==> config.mk <==
export PLATFORM = sky130hd
export DESIGN_NAME = ped_signal_ctrl_flat
export DESIGN_NICKNAME = d
export VERILOG_FILES = /design/src/rtl/ped_signal_ctrl_if.sv /design/src/rtl/ped_signal_ctrl.sv /design/src/flat_wrapper.sv
export SDC_FILE = /design/constraint.sdc
export NUM_CORES = 1
export LEC_CHECK = 0
export CAP_MARGIN = 40
export CORE_UTILIZATION = 40
export CTS_CLUSTER_SIZE = 25
export DETAILED_ROUTE_END_ITERATION = 7
export PLACE_DENSITY = 0.69
export SETUP_SLACK_MARGIN = 0.05
export SYNTH_ARGS = -nofsm -noshare
export SYNTH_HDL_FRONTEND = slang
export SYNTH_SLANG_ARGS = --single-unit
==> constraint.sdc <==
create_clock -name clk -period 2.35 [get_ports clk]
set_input_delay 0.5875 -clock clk [delete_from_list [all_inputs] [get_ports clk]]
set_output_delay 0.5875 -clock clk [all_outputs]
set_load 0.02 [all_outputs]
==> src/rtl/ped_signal_ctrl_if.sv <==
// Purpose : bundles the vehicle-light / push-button inputs and lamp outputs of ped_signal_ctrl.
// Latency : n/a (signal bundle only).
// Backpressure: none; the slave samples light/ped_btn every clock.
// Ports   : light[1:0], ped_btn (master->slave); walk, dont_walk, flash,
//           countdown[CNT_W-1:0], req_pending, conflict (slave->master).
interface ped_signal_ctrl_if #(
    parameter int CNT_W = 4
);
    logic [1:0]       light;
    logic             ped_btn;
    logic             walk;
    logic             dont_walk;
    logic             flash;
    logic [CNT_W-1:0] countdown;
    logic             req_pending;
    logic             conflict;

    modport master (
        output light, ped_btn,
        input  walk, dont_walk, flash, countdown, req_pending, conflict
    );

    modport slave (
        input  light, ped_btn,
        output walk, dont_walk, flash, countdown, req_pending, conflict
    );
endinterface

==> src/rtl/ped_signal_ctrl.sv <==
// Purpose : pedestrian WALK / flashing DONT_WALK sequencer slaved to the vehicle light.
// Latency : walk rises one clock after a RED entry with a request pending; all outputs registered.
// Backpressure: none; inputs are sampled every clock and never stalled.
// Ports   : clk, rstb (sync, active low); sig (slave modport): light, ped_btn in;
//           walk, dont_walk, flash, countdown, req_pending, conflict out.
module ped_signal_ctrl #(
    parameter int WALK_CYCLES  = 8,
    parameter int FLASH_CYCLES = 6,
    parameter int CNT_W        = 4
) (
    input  logic              clk,
    input  logic              rstb,
    ped_signal_ctrl_if.slave  sig
);

    localparam logic [1:0]       RED        = 2'b00;
    localparam logic [CNT_W-1:0] WALK_LOAD  = CNT_W'(WALK_CYCLES - 1);
    localparam logic [CNT_W-1:0] FLASH_LOAD = CNT_W'(FLASH_CYCLES - 1);
    localparam logic [CNT_W-1:0] FLASH_TOP  = CNT_W'(FLASH_CYCLES);
    localparam logic [CNT_W-1:0] ONE        = CNT_W'(1);

    typedef enum logic [1:0] {
        IDLE  = 2'd0,
        WALK  = 2'd1,
        FLASH = 2'd2
    } state_t;

    state_t           state;
    logic [CNT_W-1:0] cnt;
    logic [1:0]       light_q;
    logic             btn_q;

    logic btn_rise;
    logic red_entry;
    logic non_red;

    assign btn_rise  = sig.ped_btn & ~btn_q;
    // Power-up/reset treats the previous light as RED, so a steady RED after
    // reset never looks like a fresh RED phase.
    assign red_entry = (sig.light == RED) && (light_q != RED);
    // Code 11 is invalid and deliberately treated like any other non-RED code.
    assign non_red   = (sig.light != RED);

    always_ff @(posedge clk) begin
        if (!rstb) begin
            state           <= IDLE;
            cnt             <= '0;
            light_q         <= RED;
            btn_q           <= 1'b0;
            sig.walk        <= 1'b0;
            sig.dont_walk   <= 1'b1;
            sig.flash       <= 1'b0;
            sig.countdown   <= '0;
            sig.req_pending <= 1'b0;
            sig.conflict    <= 1'b0;
        end else begin
            light_q <= sig.light;
            btn_q   <= sig.ped_btn;

            case (state)
                IDLE: begin
                    // A press on the same cycle as RED entry is served directly,
                    // so req_pending never needs to be set for it.
                    if (red_entry && (sig.req_pending || btn_rise)) begin
                        state           <= WALK;
                        cnt             <= WALK_LOAD;
                        sig.walk        <= 1'b1;
                        sig.dont_walk   <= 1'b0;
                        sig.req_pending <= 1'b0;
                    end else if (btn_rise) begin
                        sig.req_pending <= 1'b1;
                    end
                end

                WALK: begin
                    // Presses while walking are dropped: the walker is already served.
                    if (non_red) begin
                        state         <= IDLE;
                        sig.conflict  <= 1'b1;
                        sig.walk      <= 1'b0;
                        sig.dont_walk <= 1'b1;
                    end else if (cnt == '0) begin
                        state         <= FLASH;
                        cnt           <= FLASH_LOAD;
                        sig.walk      <= 1'b0;
                        sig.dont_walk <= 1'b1;
                        sig.flash     <= 1'b1;
                        sig.countdown <= FLASH_TOP;
                    end else begin
                        cnt <= cnt - ONE;
                    end
                end

                FLASH: begin
                    // A press during clearance waits for the next RED entry.
                    if (btn_rise) begin
                        sig.req_pending <= 1'b1;
                    end
                    // Abort is checked before expiry so a late light change
                    // always raises conflict.
                    if (non_red) begin
                        state         <= IDLE;
                        sig.conflict  <= 1'b1;
                        sig.flash     <= 1'b0;
                        sig.countdown <= '0;
                    end else if (cnt == '0) begin
                        state         <= IDLE;
                        sig.flash     <= 1'b0;
                        sig.countdown <= '0;
                    end else begin
                        cnt           <= cnt - ONE;
                        // countdown shows the remaining clocks, i.e. the new cnt + 1.
                        sig.countdown <= cnt;
                    end
                end

                default: begin
                    state         <= IDLE;
                    sig.walk      <= 1'b0;
                    sig.dont_walk <= 1'b1;
                    sig.flash     <= 1'b0;
                    sig.countdown <= '0;
                end
            endcase
        end
    end

endmodule
==> src/flat_wrapper.sv <==
// flat-port wrapper written by rule: the top's interface ports become plain ports
module ped_signal_ctrl_flat 
#(
    parameter int WALK_CYCLES  = 8,
    parameter int FLASH_CYCLES = 6,
    parameter int CNT_W        = 4
)
  (clk, rstb, sig_light, sig_ped_btn, sig_walk, sig_dont_walk, sig_flash, sig_countdown, sig_req_pending, sig_conflict);
  ped_signal_ctrl_if #(.CNT_W(CNT_W)) sig_i ();
  input  logic clk;
  input  logic rstb;
  input wire logic [$bits(sig_i.light)-1:0] sig_light;
  input wire logic [$bits(sig_i.ped_btn)-1:0] sig_ped_btn;
  output wire logic [$bits(sig_i.walk)-1:0] sig_walk;
  output wire logic [$bits(sig_i.dont_walk)-1:0] sig_dont_walk;
  output wire logic [$bits(sig_i.flash)-1:0] sig_flash;
  output wire logic [$bits(sig_i.countdown)-1:0] sig_countdown;
  output wire logic [$bits(sig_i.req_pending)-1:0] sig_req_pending;
  output wire logic [$bits(sig_i.conflict)-1:0] sig_conflict;
  assign sig_i.light = sig_light;
  assign sig_i.ped_btn = sig_ped_btn;
  assign sig_walk = sig_i.walk;
  assign sig_dont_walk = sig_i.dont_walk;
  assign sig_flash = sig_i.flash;
  assign sig_countdown = sig_i.countdown;
  assign sig_req_pending = sig_i.req_pending;
  assign sig_conflict = sig_i.conflict;
  ped_signal_ctrl #(.WALK_CYCLES(WALK_CYCLES), .FLASH_CYCLES(FLASH_CYCLES), .CNT_W(CNT_W)) u_core (.clk(clk), .rstb(rstb), .sig(sig_i));
endmodule
==> results of run 1 <==
[per-stage QoR]
step / instance area, sq um / util / hold WS, ns / worst slack (ns)
finish: 1226 / 0.4949 / 0.4699 / 0.2184
global route: 1226 / 0.4949 / 0.4965 / 0.1017
CTS: 1226 / 0.4949 / 0.4810 / 0.2228
detailed placement: 1204 / 0.4859 / 0.4586 / 0.05863
global placement: 1204 / 0.4859 / 0.4489 / 0.08873
floorplan: 1040 / - / 0.4725 / 0.3751
[registers in the layout, indices dropped and copies added (netlist names)]
signal / cells
u_core.btn_q: 1
u_core.cnt: 4
u_core.light_q: 2
u_core.sig.conflict: 1
u_core.sig.countdown: 4
u_core.sig.dont_walk: 1
u_core.sig.flash: 1
u_core.sig.req_pending: 1
u_core.sig.walk: 1
u_core.state: 2
[per-layer routing]
| metal | global-route usage | up-vias | part of all wire | routed length, um |
|---|---|---|---|---|
| li1 | - | 471 | - | - |
| met1 | 0.2526 | 442 | 0.45 | 1034 |
| met2 | 0.2785 | 28 | 0.47 | 1095 |
| met3 | 0.03736 | 9 | 0.051 | 118 |
| met4 | 0.1316 | 0 | 0.032 | 75 |
| met5 | 0 | - | 0 | 0 |
[worst max-delay path, stage by stage, from the launching register on]
cell and delay, ns:
dfxtp_1 0.34, inv_1 0.08, ha_1 0.21, or3b_1 0.49, and3_4 0.22, or4_4 0.51
a21o_1 0.18
[cells in the final DEF (no fill, tap or decap), types with 3 or more instances in the layout]
cell type and count:
buf_4 9, o21ai_0 6, dfxtp_1 18, nand4_1 3, a21oi_1 11, a221oi_1 3, o31ai_1 4, inv_1 7
nor3_1 3, and2_1 3, clkdlybuf4s50_1 13, nor2_1 5, nand2_1 6, ha_1 5, clkbuf_4 3
[final timing paths]
check	start	end	slack [ns]	cells after the start
min	u_core.sig.walk	u_core.sig.walk	0.47	2
max reg2reg	u_core.cnt[0]	u_core.sig.dont_walk	0.22	6
max	u_core.cnt[0]	u_core.sig.dont_walk	0.22	6
min reg2reg	u_core.sig.walk	u_core.sig.walk	0.47	2
[logic make-up after synthesis]
family / synth area share
AND/OR/NAND/NOR: 0.2455
adder cells (fa/ha/maj): 0.06017
flip-flops: 0.3466
multiplexers: 0.009627
buffers and inverters: 0.09386
AO/OA/AOI/OAI: 0.2443
[synthesized netlist by cell type (2+ instances only)]
cell type	instances
dfxtp_1	18
a21oi_1	11
inv_1	7
nand2_1	6
o21ai_0	6
ha_1	5
nor2_1	5
o31ai_1	4
a221oi_1	3
and2_1	3
buf_4	3
nand4_1	3
nor3_1	3
a211oi_1	2
a21boi_0	2
a32o_1	2
clkbuf_1	2
nand3_1	2
nand3b_1	2
o2111ai_1	2
o21a_1	2
or4_1	2
[cell type report]
type                            instances  area [sq um]
Tap cell                               30         37.54
Inverter                                7         26.28
Timing Repair Buffer                   22         197.7
Sequential cell                        18         360.3
Multi-Input combinational cell         84         581.8
Fill cell                             245          1251
Clock buffer                            3         22.52
[power by group]
part | internal [mW] | switching [mW]
clock | 0.0597 | 0.0945
combinational | 0.0842 | 0.107
sequential | 0.322 | 0.0143
==> out/qor.csv, run 1 <==
metric,value,unit
area of the mapped netlist,1040,sq um
detailed-route wire length,2.323,mm
endpoint class of the critical path,register,
CTS clock-pin slew for the worst setup and hold paths,0.10,ns
Sinks on Clock Net,18,
maximum frequency from static timing analysis,469.1,MHz
number of cells upsized or downsized after cts,0,
post-synthesis instance total,118,
final setup violation count,0,
Die X,52.99,um
antenna-violating nets left,0,
Post-CTS Setup Bufs,0,
global-route wire length before repair,3.870,mm
antenna violations before repair,0,
arrival time reported for the critical path endpoint,2.33,ns
top cell type's share of synthesized area,0.3466,
worst path required time,2.55,ns
vias per cell,5.793,
synthesis-stage register bit count,18,
"EDFF count, synth",0,
I/O pin cnt,14,
total routing usage reported by global routing,0.1922,
startpoint type of the worst setup path,register,
Leak Pwr,0.4429,nW
Core Box Area,2477,sq um
minimum period implied by the final worst setup slack,2.132,ns
"Avg Cell Area, Syn",8.811,sq um
maximum fanout along the worst path,7,
initial core utilization,0.4197,
most frequently used flop master after synthesis,dfxtp_1,
HP Class,reg2reg,
TritonCTS clock tree,yes,
Synthesized Nets,128,
number of placed instances with taps included,161,
DR pass1 iterations,4,
layout net count,146,
maximum root-to-sink buffer count,2,
vias in the first global route,874,
sum of negative setup slack,0,ns
final antenna diode count,0,
first-iteration detailed-routing DRC count,24,
average wire per standard cell,14.16,um
Die Area,2807,sq um
number of hold-repair buffers added at the cts stage,0,
final cell count without fillers,164,
Skew-Pair Late Insertion Delay,0.29,ns
largest vdd supply drop,388.2,uV
gp weighted congestion,0.8815,
critical path start-end classification,reg2reg,
"Area growth, synth to finish",17.93,%
master cell of the clock root buffer,clkbuf_4,
detailed placement HPWL,1.769,mm
RSZ-0062 raised after global routing,false,
slew at the pin closest to its max-slew limit,0.4667,ns
DRC violation count after routing,0,
number of vias in the routed layout,950,
Final Max Tran Viols,0,
CTS H-tree lvls,1,
number of hold violations in the final report,0,
relative max-transition margin,0.6861,
part of the Yosys area used for sequential elements,0.3466,
Yosys top cell by area,dfxtp_1,
largest net degree at the start of global routing,14,
Synth area leaders,"dfxtp_1 35%, ha_1 6.0%, a21oi_1 5.3%, o21ai_0 2.9%, o31ai_1 2.9%",
Die Y,52.99,um
sum of overflow across all layers after global routing,0,
ratio of cells with drive above 1 in the final layout,0.1493,
Cell Rows,18,
worst setup skew after layout,0.0007840,ns
warnings from Yosys,0,
final critical-path share of the clock period,0.9071,
outcome,"complete, no violations",
Power per Cell Area,556.6,nW/um^2
count of max-cap constraint violations,0,
post-synth cell types,45,
IO buf count,13,
asr flop ratio synth,0,
number of clock buffers inserted by TritonCTS,3,
Power Total,682.4,uW
(Power assumes the default switching activity.)
==> inputs of run 2 (changes only) <==
--- a/config.mk
+++ b/config.mk
@@ -5,6 +5,7 @@
 export SDC_FILE = /design/constraint.sdc
 export NUM_CORES = 1
 export LEC_CHECK = 0
+export ABC_AREA = 1
 export CAP_MARGIN = 40
 export CORE_UTILIZATION = 40
 export CTS_CLUSTER_SIZE = 25
==> run 2 against run 1 <==
  * Fmax grew 14%
  * Largest power group is now combinational logic
  * Critical endpoint is now sig_req_pending
  * Design area shrank 0.61%
  * Sequential cell count is the same
  * Utilization shrank 0.30 points
  * Die area grew 1.0%
  * Largest cell class unchanged
  * Cell count grew 19%
  * Critical path depth shrank 5
  * Clock skew grew 0.0046 ns
  * Setup slack gained 0.27 ns
==> out/qor.csv, run 2 <==
metric,value,unit,change
fill cell total of the finished layout,265,,+8.2%
vias per cell,4.851,,-16%
DR pass1 iterations,6,,+2
layout net count,177,,+21%
arrival time reported for the critical path endpoint,1.28,ns,-1.05 ns
Post-CTS Setup Bufs,0,,unchanged
top-count cell post-synth,nand2_1,,
final antenna diode count,0,,unchanged
post-synth cell types,25,,-44%
"Largest stage delay, worst path",0.61,ns,+0.10 ns
asr flop ratio synth,0,,unchanged
global-route wire length before repair,3.670,mm,-5.2%
most frequently used flop master after synthesis,dfxtp_1,,
count of max-cap constraint violations,0,,unchanged
post-synthesis instance total,151,,+28%
"commonest cells after routing, fill and taps aside","39 x nand2_1, 22 x inv_1, 18 x dfxtp_1, 16 x nand3_1",,
summed area of non-filler cells in the final layout,1219,sq um,-0.61%
main combinational cell family by area after synthesis,simple AND/OR/NAND/NOR gates,,
average wire per standard cell,11.08,um,-22%
Post-Synth Adder-Cell Area,0.05952,,-0.0006447
part of the total power dissipated in the clock network,0.103,,-0.123
largest net degree at the start of global routing,12,,-2
fraction of power spent switching nets,0.4786,,+0.1618
largest registers in the final layout,"u_core.cnt: 4 flops, u_core.sig.countdown: 4 flops",,
final cell count without fillers,195,,+19%
Yosys top cell by area,dfxtp_1,,
placed standard-cell area,1196,sq um,-0.62%
vias in the first global route,874,,unchanged
kind of cell adding the most delay to the critical path,buffers and inverters,,
critical path start-end classification,reg2out,,
I/O pin cnt,14,,unchanged
antenna violations before repair,0,,unchanged
gp weighted congestion,0.9221,,+4.6%
master cell of the clock root buffer,clkbuf_4,,
maximum frequency from static timing analysis,536.8,MHz,+14%
Flop pwr share,0.298,,-0.195
synthesis-stage register bit count,18,,unchanged
Synth area leaders,"dfxtp_1 34%, nand2_1 14%, inv_1 7.9%, nand3_1 7.6%, ha_1 6.0%",,
CP cell instances,clkdlybuf4s50_1,,
detailed-route wire length,2.160,mm,-7.0%
xor and xnor fraction of the mapped netlist area,0.008333,,+0.008333
Skew-Pair Late Insertion Delay,0.29,ns,about the same
most common library cells after synthesis,"39 x nand2_1, 22 x inv_1, 18 x dfxtp_1",,
final setup violation count,0,,unchanged
Die X,53.26,um,+0.52%
worst path required time,1.76,ns,-0.79 ns
number of hold violations in the final report,0,,unchanged
Final Core Density,0.4919,,-0.003030
number of vias in the routed layout,946,,-0.42%
Core Box Area,2477,sq um,unchanged
largest vdd supply drop,589.4,uV,+52%
Sinks on Clock Net,18,,unchanged
Die Y,53.26,um,+0.52%
number of cells upsized or downsized after cts,0,,unchanged
Post-Synth Simple-Gate Area,0.3881,,+0.1426
startpoint type of the worst setup path,register,,
buffers plus inverters on the worst setup path,1,,unchanged
top cell type's share of synthesized area,0.3429,,-0.003713
combinational cell fraction of total power,0.599,,+0.318
minimum period implied by the final worst setup slack,1.863,ns,-0.2687 ns
endpoint class of the critical path,primary output,,
CTS clock-pin slew for the worst setup and hold paths,0.10,ns,about the same
share of synthesized area spent on multiplexers,0,,-0.009627
TritonCTS clock tree,yes,,
Power per Cell Area,1201,nW/um^2,+120%
maximum fanout along the worst path,3,,-4
CTS H-tree lvls,1,,unchanged
detailed placement HPWL,1.661,mm,-6.1%
sum of overflow across all layers after global routing,0,,unchanged
worst setup skew after layout,0.005421,ns,+0.004637 ns
switching pwr,700.6,uW,+220%
number of placed instances with taps included,192,,+19%
"Area growth, synth to finish",15.95,%,
IO buf count,13,,unchanged
warnings from Yosys,0,,unchanged
maximum root-to-sink buffer count,2,,unchanged
part of the Yosys area used for sequential elements,0.3429,,-0.003713
Synthesized Nets,161,,+26%
"Avg Cell Area, Syn",6.960,sq um,-21%
internal power,763.3,uW,+64%
number of clock buffers inserted by TritonCTS,3,,unchanged
outcome,"complete, no violations",,
Die Area,2837,sq um,+1.0%
number of hold-repair buffers added at the cts stage,0,,unchanged
"most common cell after layout, fill and taps aside",nand2_1,,
compound-gate portion of the synthesized area,0.08690,,-0.1574
Worst path slowest cell,clkdlybuf4s50_1,,
"EDFF count, synth",0,,unchanged
Cell Rows,18,,unchanged
total routing usage reported by global routing,0.1779,,-0.01431
final hold slack,0.4572,ns,-0.01273 ns
Leak Pwr,0.5483,nW,+24%
antenna-violating nets left,0,,unchanged
PnR worst setup slack,0.4871,ns,+0.2687 ns
Final Max Tran Viols,0,,unchanged
RSZ-0062 raised after global routing,false,,
initial core utilization,0.4242,,+0.004546
first-iteration detailed-routing DRC count,24,,unchanged
sum of negative setup slack,0,ns,unchanged
DRC violation count after routing,0,,unchanged
Placement Setup Slack,0.4027,ns,+0.3441 ns
relative max-transition margin,0.6501,,-0.03596
area of the mapped netlist,1051,sq um,+1.1%
Power Total,1.464,mW,+110%
register-to-register setup slack,0.77,ns,+0.55 ns
ratio of cells with drive above 1 in the final layout,0.1091,,-0.04016
final critical-path share of the clock period,0.7927,,-0.1143
HP Class,reg2reg,,
slew at the pin closest to its max-slew limit,0.5248,ns,+0.05813 ns
[run 2: cell type report]
| type | count | area [sq um] | area share |
|---|---|---|---|
| well taps | 30 | 37.54 | 0.03080 |
| clock buffers | 3 | 22.52 | 0.01848 |
| repair buffers | 14 | 137.6 | 0.1129 |
| flip-flops and latches | 18 | 360.3 | 0.2957 |
| inverters | 24 | 90.09 | 0.07392 |
| multi-input cells | 106 | 570.5 | 0.4682 |
[run 2: cell families (layout without fill, tap and decap cells)]
logic type	count (synthesis)	count (layout)
xor gates and xnor gates	1	1
DFF	18	18
and+or+nand+nor	83	83
adders and majority gates	5	5
AOI/OAI and AO/OA	17	17
buffers and inverters	27	41
[run 2: worst paths after layout]
check | startpoint | end | cells past startpoint
worst max-delay path | u_core.sig.req_pending | sig_req_pending | 1
worst min-delay path | u_core.sig.walk | u_core.sig.walk | 2
worst max register to register | u_core.state[1] | u_core.cnt[0] | 8
worst min register to register | u_core.sig.walk | u_core.sig.walk | 2
[run 2: power groups by stage]
stage / combinational [mW] / sequential, mW / clock (mW)
after floorplan: 0.642 / 0.477 / 0
after global placement: 0.862 / 0.441 / 0
after detailed placement: 0.874 / 0.445 / 0
after CTS: 0.880 / 0.439 / 0.153
after global routing: 0.983 / 0.448 / 0.161
final: 0.877 / 0.436 / 0.151
[run 2: per-layer routing]
metal  wire length [um]  GRT usage  up-vias
met5                  0          0        -
met2               1083     0.3167       20
met3                 82    0.02586        4
li1                   -          -      502
met1                963     0.2062      420
met4                 31    0.07895        0
==> inputs of run 3 (changes only) <==
--- a/config.mk
+++ b/config.mk
@@ -10,7 +10,7 @@
 export CORE_UTILIZATION = 40
 export CTS_CLUSTER_SIZE = 25
 export DETAILED_ROUTE_END_ITERATION = 7
-export PLACE_DENSITY = 0.69
+export PLACE_DENSITY = 0.71
 export SETUP_SLACK_MARGIN = 0.05
 export SYNTH_ARGS = -nofsm -noshare
 export SYNTH_HDL_FRONTEND = slang
==> constraint.sdc (replaced) <==
create_clock -name clk -period 1.6 [get_ports clk]
set_input_delay 0.4 -clock clk [delete_from_list [all_inputs] [get_ports clk]]
set_output_delay 0.4 -clock clk [all_outputs]
set_load 0.02 [all_outputs]
==> run 3 against run 2 <==
  * Design area increased by 3.6%
  * Non-clock buffer count rose by 4
  * Global-route usage fell by 0.56 points
  * Critical endpoint is now u_core.cnt[0]
  * Highest routed layer unchanged
==> out/qor.csv, run 3 (same netlist as run 2, synthesis figures left out) <==
metric,value,unit,change
DRC violation count after routing,0,,unchanged
reg2reg start,u_core.state[1],,
DR pass1 iterations,4,,-2
worst setup skew after layout,0.007196,ns,+0.001774 ns
outcome,"complete, no violations",,
summed area of non-filler cells in the final layout,1262,sq um,+3.6%
startpoint type of the worst setup path,register,,
Flop pwr share,0.284,,-0.014
relative max-transition margin,0.7945,,+0.1443
number of vias in the routed layout,967,,+2.2%
Core Box Area,2477,sq um,unchanged
PnR worst setup slack,0.1774,ns,-0.3096 ns
CTS H-tree lvls,1,,unchanged
arrival time reported for the critical path endpoint,1.65,ns,+0.37 ns
end point of the worst hold path,u_core.sig.walk,,
part of the total power dissipated in the clock network,0.135,,+0.032
switching pwr,1.082,mW,+54%
critical path start-end classification,reg2reg,,
maximum frequency from static timing analysis,703.0,MHz,
RSZ-0062 raised after global routing,false,,
detailed-route wire length,2.201,mm,+1.9%
hold wc startpoint,u_core.sig.walk,,
"commonest cells after routing, fill and taps aside","39 x nand2_1, 21 x inv_1, 17 x dfxtp_1, 16 x nand3_1, 13 x nor2_1",,
total routing usage reported by global routing,0.1723,,-0.005579
slew at the pin closest to its max-slew limit,0.3064,ns,-0.2184 ns
vias per cell,4.835,,-0.34%
number of cells traversed by the worst register-to-register path,8,,unchanged
Die Area,2837,sq um,unchanged
Die Y,53.26,um,unchanged
vias in the first global route,872,,-0.23%
HP Class,reg2reg,,
TritonCTS clock tree,yes,,
CTS clock-pin slew for the worst setup and hold paths,0.12,ns,+0.02 ns
final cell count without fillers,200,,+2.6%
detailed placement HPWL,1.623,mm,-2.3%
register-to-register setup slack,0.18,ns,-0.59 ns
count of max-cap constraint violations,0,,unchanged
average wire per standard cell,11.01,um,-0.65%
Power Total,2.269,mW,+55%
I/O pin cnt,14,,unchanged
largest vdd supply drop,997.3,uV,+69%
Cell Rows,18,,unchanged
ratio of cells with drive above 1 in the final layout,0.1706,,+0.06150
number of placed instances with taps included,196,,+2.1%
final critical-path share of the clock period,0.8891,,
minimum period implied by the final worst setup slack,1.423,ns,
global-route wire length before repair,3.615,mm,-1.5%
largest net degree at the start of global routing,12,,unchanged
final setup violation count,0,,unchanged
initial core utilization,0.4242,,unchanged
IO buf count,13,,unchanged
Die X,53.26,um,unchanged
"most common cell after layout, fill and taps aside",nand2_1,,
number of clock buffers inserted by TritonCTS,3,,unchanged
master cell of the clock root buffer,clkbuf_4,,
Critical R2R Capture,u_core.cnt[0],,
fraction of power spent switching nets,0.4767,,-0.001829
antenna violations before repair,0,,unchanged
endpoint class of the critical path,register,,
"Area growth, synth to finish",20.12,%,
Post-CTS Setup Bufs,0,,unchanged
combinational cell fraction of total power,0.582,,-0.017
number of hold violations in the final report,0,,unchanged
internal power,1.187,mW,+56%
maximum fanout along the worst path,10,,+7
cell depth of the worst hold path,2,,unchanged
Skew-Pair Late Insertion Delay,0.31,ns,+0.02 ns
largest registers in the final layout,"u_core.cnt: 4 flops, u_core.sig.countdown: 4 flops",,
Leak Pwr,0.6025,nW,+9.9%
worst path required time,1.83,ns,+0.07 ns
sum of negative setup slack,0,ns,unchanged
placed standard-cell area,1226,sq um,+2.5%
number of hold-repair buffers added at the cts stage,0,,unchanged
Final Max Tran Viols,0,,unchanged
Placement Setup Slack,-0.1417,ns,-0.5444 ns
gp weighted congestion,0.8417,,-8.7%
first-iteration detailed-routing DRC count,19,,-21%
antenna-violating nets left,0,,unchanged
Final Core Density,0.5096,,+0.01768
Sinks on Clock Net,18,,unchanged
layout net count,181,,+2.3%
maximum root-to-sink buffer count,2,,unchanged
fill cell total of the finished layout,256,,-3.4%
Power per Cell Area,1797,nW/um^2,+50%
final hold slack,0.4562,ns,-0.0009980 ns
sum of overflow across all layers after global routing,0,,unchanged
final antenna diode count,0,,unchanged
==> run 3: timing repair <==
| action | 4_1_cts | 5_1_grt |
|---|---|---|
| hold endpoints to repair | 0 | 0 |
| gates resized for setup | 9 | 6 |
| setup endpoints to repair | 9 | 12 |
==> run 3: worst max path at each step <==
stage	cells past startpoint	startpoint	slack, ns	endpoint
after floorplan	9	u_core.state[0]	0.26	u_core.cnt[1]
after global placement	10	sig_light[0]	-0.1	u_core.sig.flash
after detailed placement	9	sig_light[0]	-0.14	u_core.cnt[0]
after CTS	8	u_core.state[1]	0.05	u_core.cnt[0]
after global routing	8	u_core.state[1]	0.07	u_core.cnt[0]
final	8	u_core.state[1]	0.18	u_core.cnt[0]
==> run 3: area by class of cell <==
| type | instances | area (sq um) | share of cell area |
|---|---|---|---|
| flip-flops and latches | 18 | 361.6 | 0.2864 |
| clock buffers | 4 | 36.28 | 0.02874 |
| well taps | 30 | 37.54 | 0.02973 |
| inverters | 24 | 90.09 | 0.07136 |
| repair buffers | 18 | 156.4 | 0.1239 |
| multi-input cells | 106 | 580.6 | 0.4599 |
==> run 3: routing by layer <==
metal  global-route usage  wire (um)
met5                    0          0
met4              0.08772         48
met3              0.02299         72
met2               0.2896       1013
met1               0.2107       1066
==> run 3: power by group through the flow <==
stage	registers [mW]	logic [mW]	clock network, mW
3_5_place_dp	0.652	1.31	0
4_1_cts	0.641	1.29	0.292
3_3_place_gp	0.646	1.30	0
5_1_grt	0.660	1.47	0.309
6_report	0.643	1.32	0.306
2_1_floorplan	0.700	0.944	0
==> run 3: worst max-delay path, cell delays in order, from the launching register on <==
cell and delay, ns:
dfxtp_1 0.35, inv_1 0.10, ha_2 0.36, nand2_4 0.11, nand2_1 0.07, nor2_1 0.05
nand2_2 0.09, nand2_1 0.06, a21oi_1 0.15
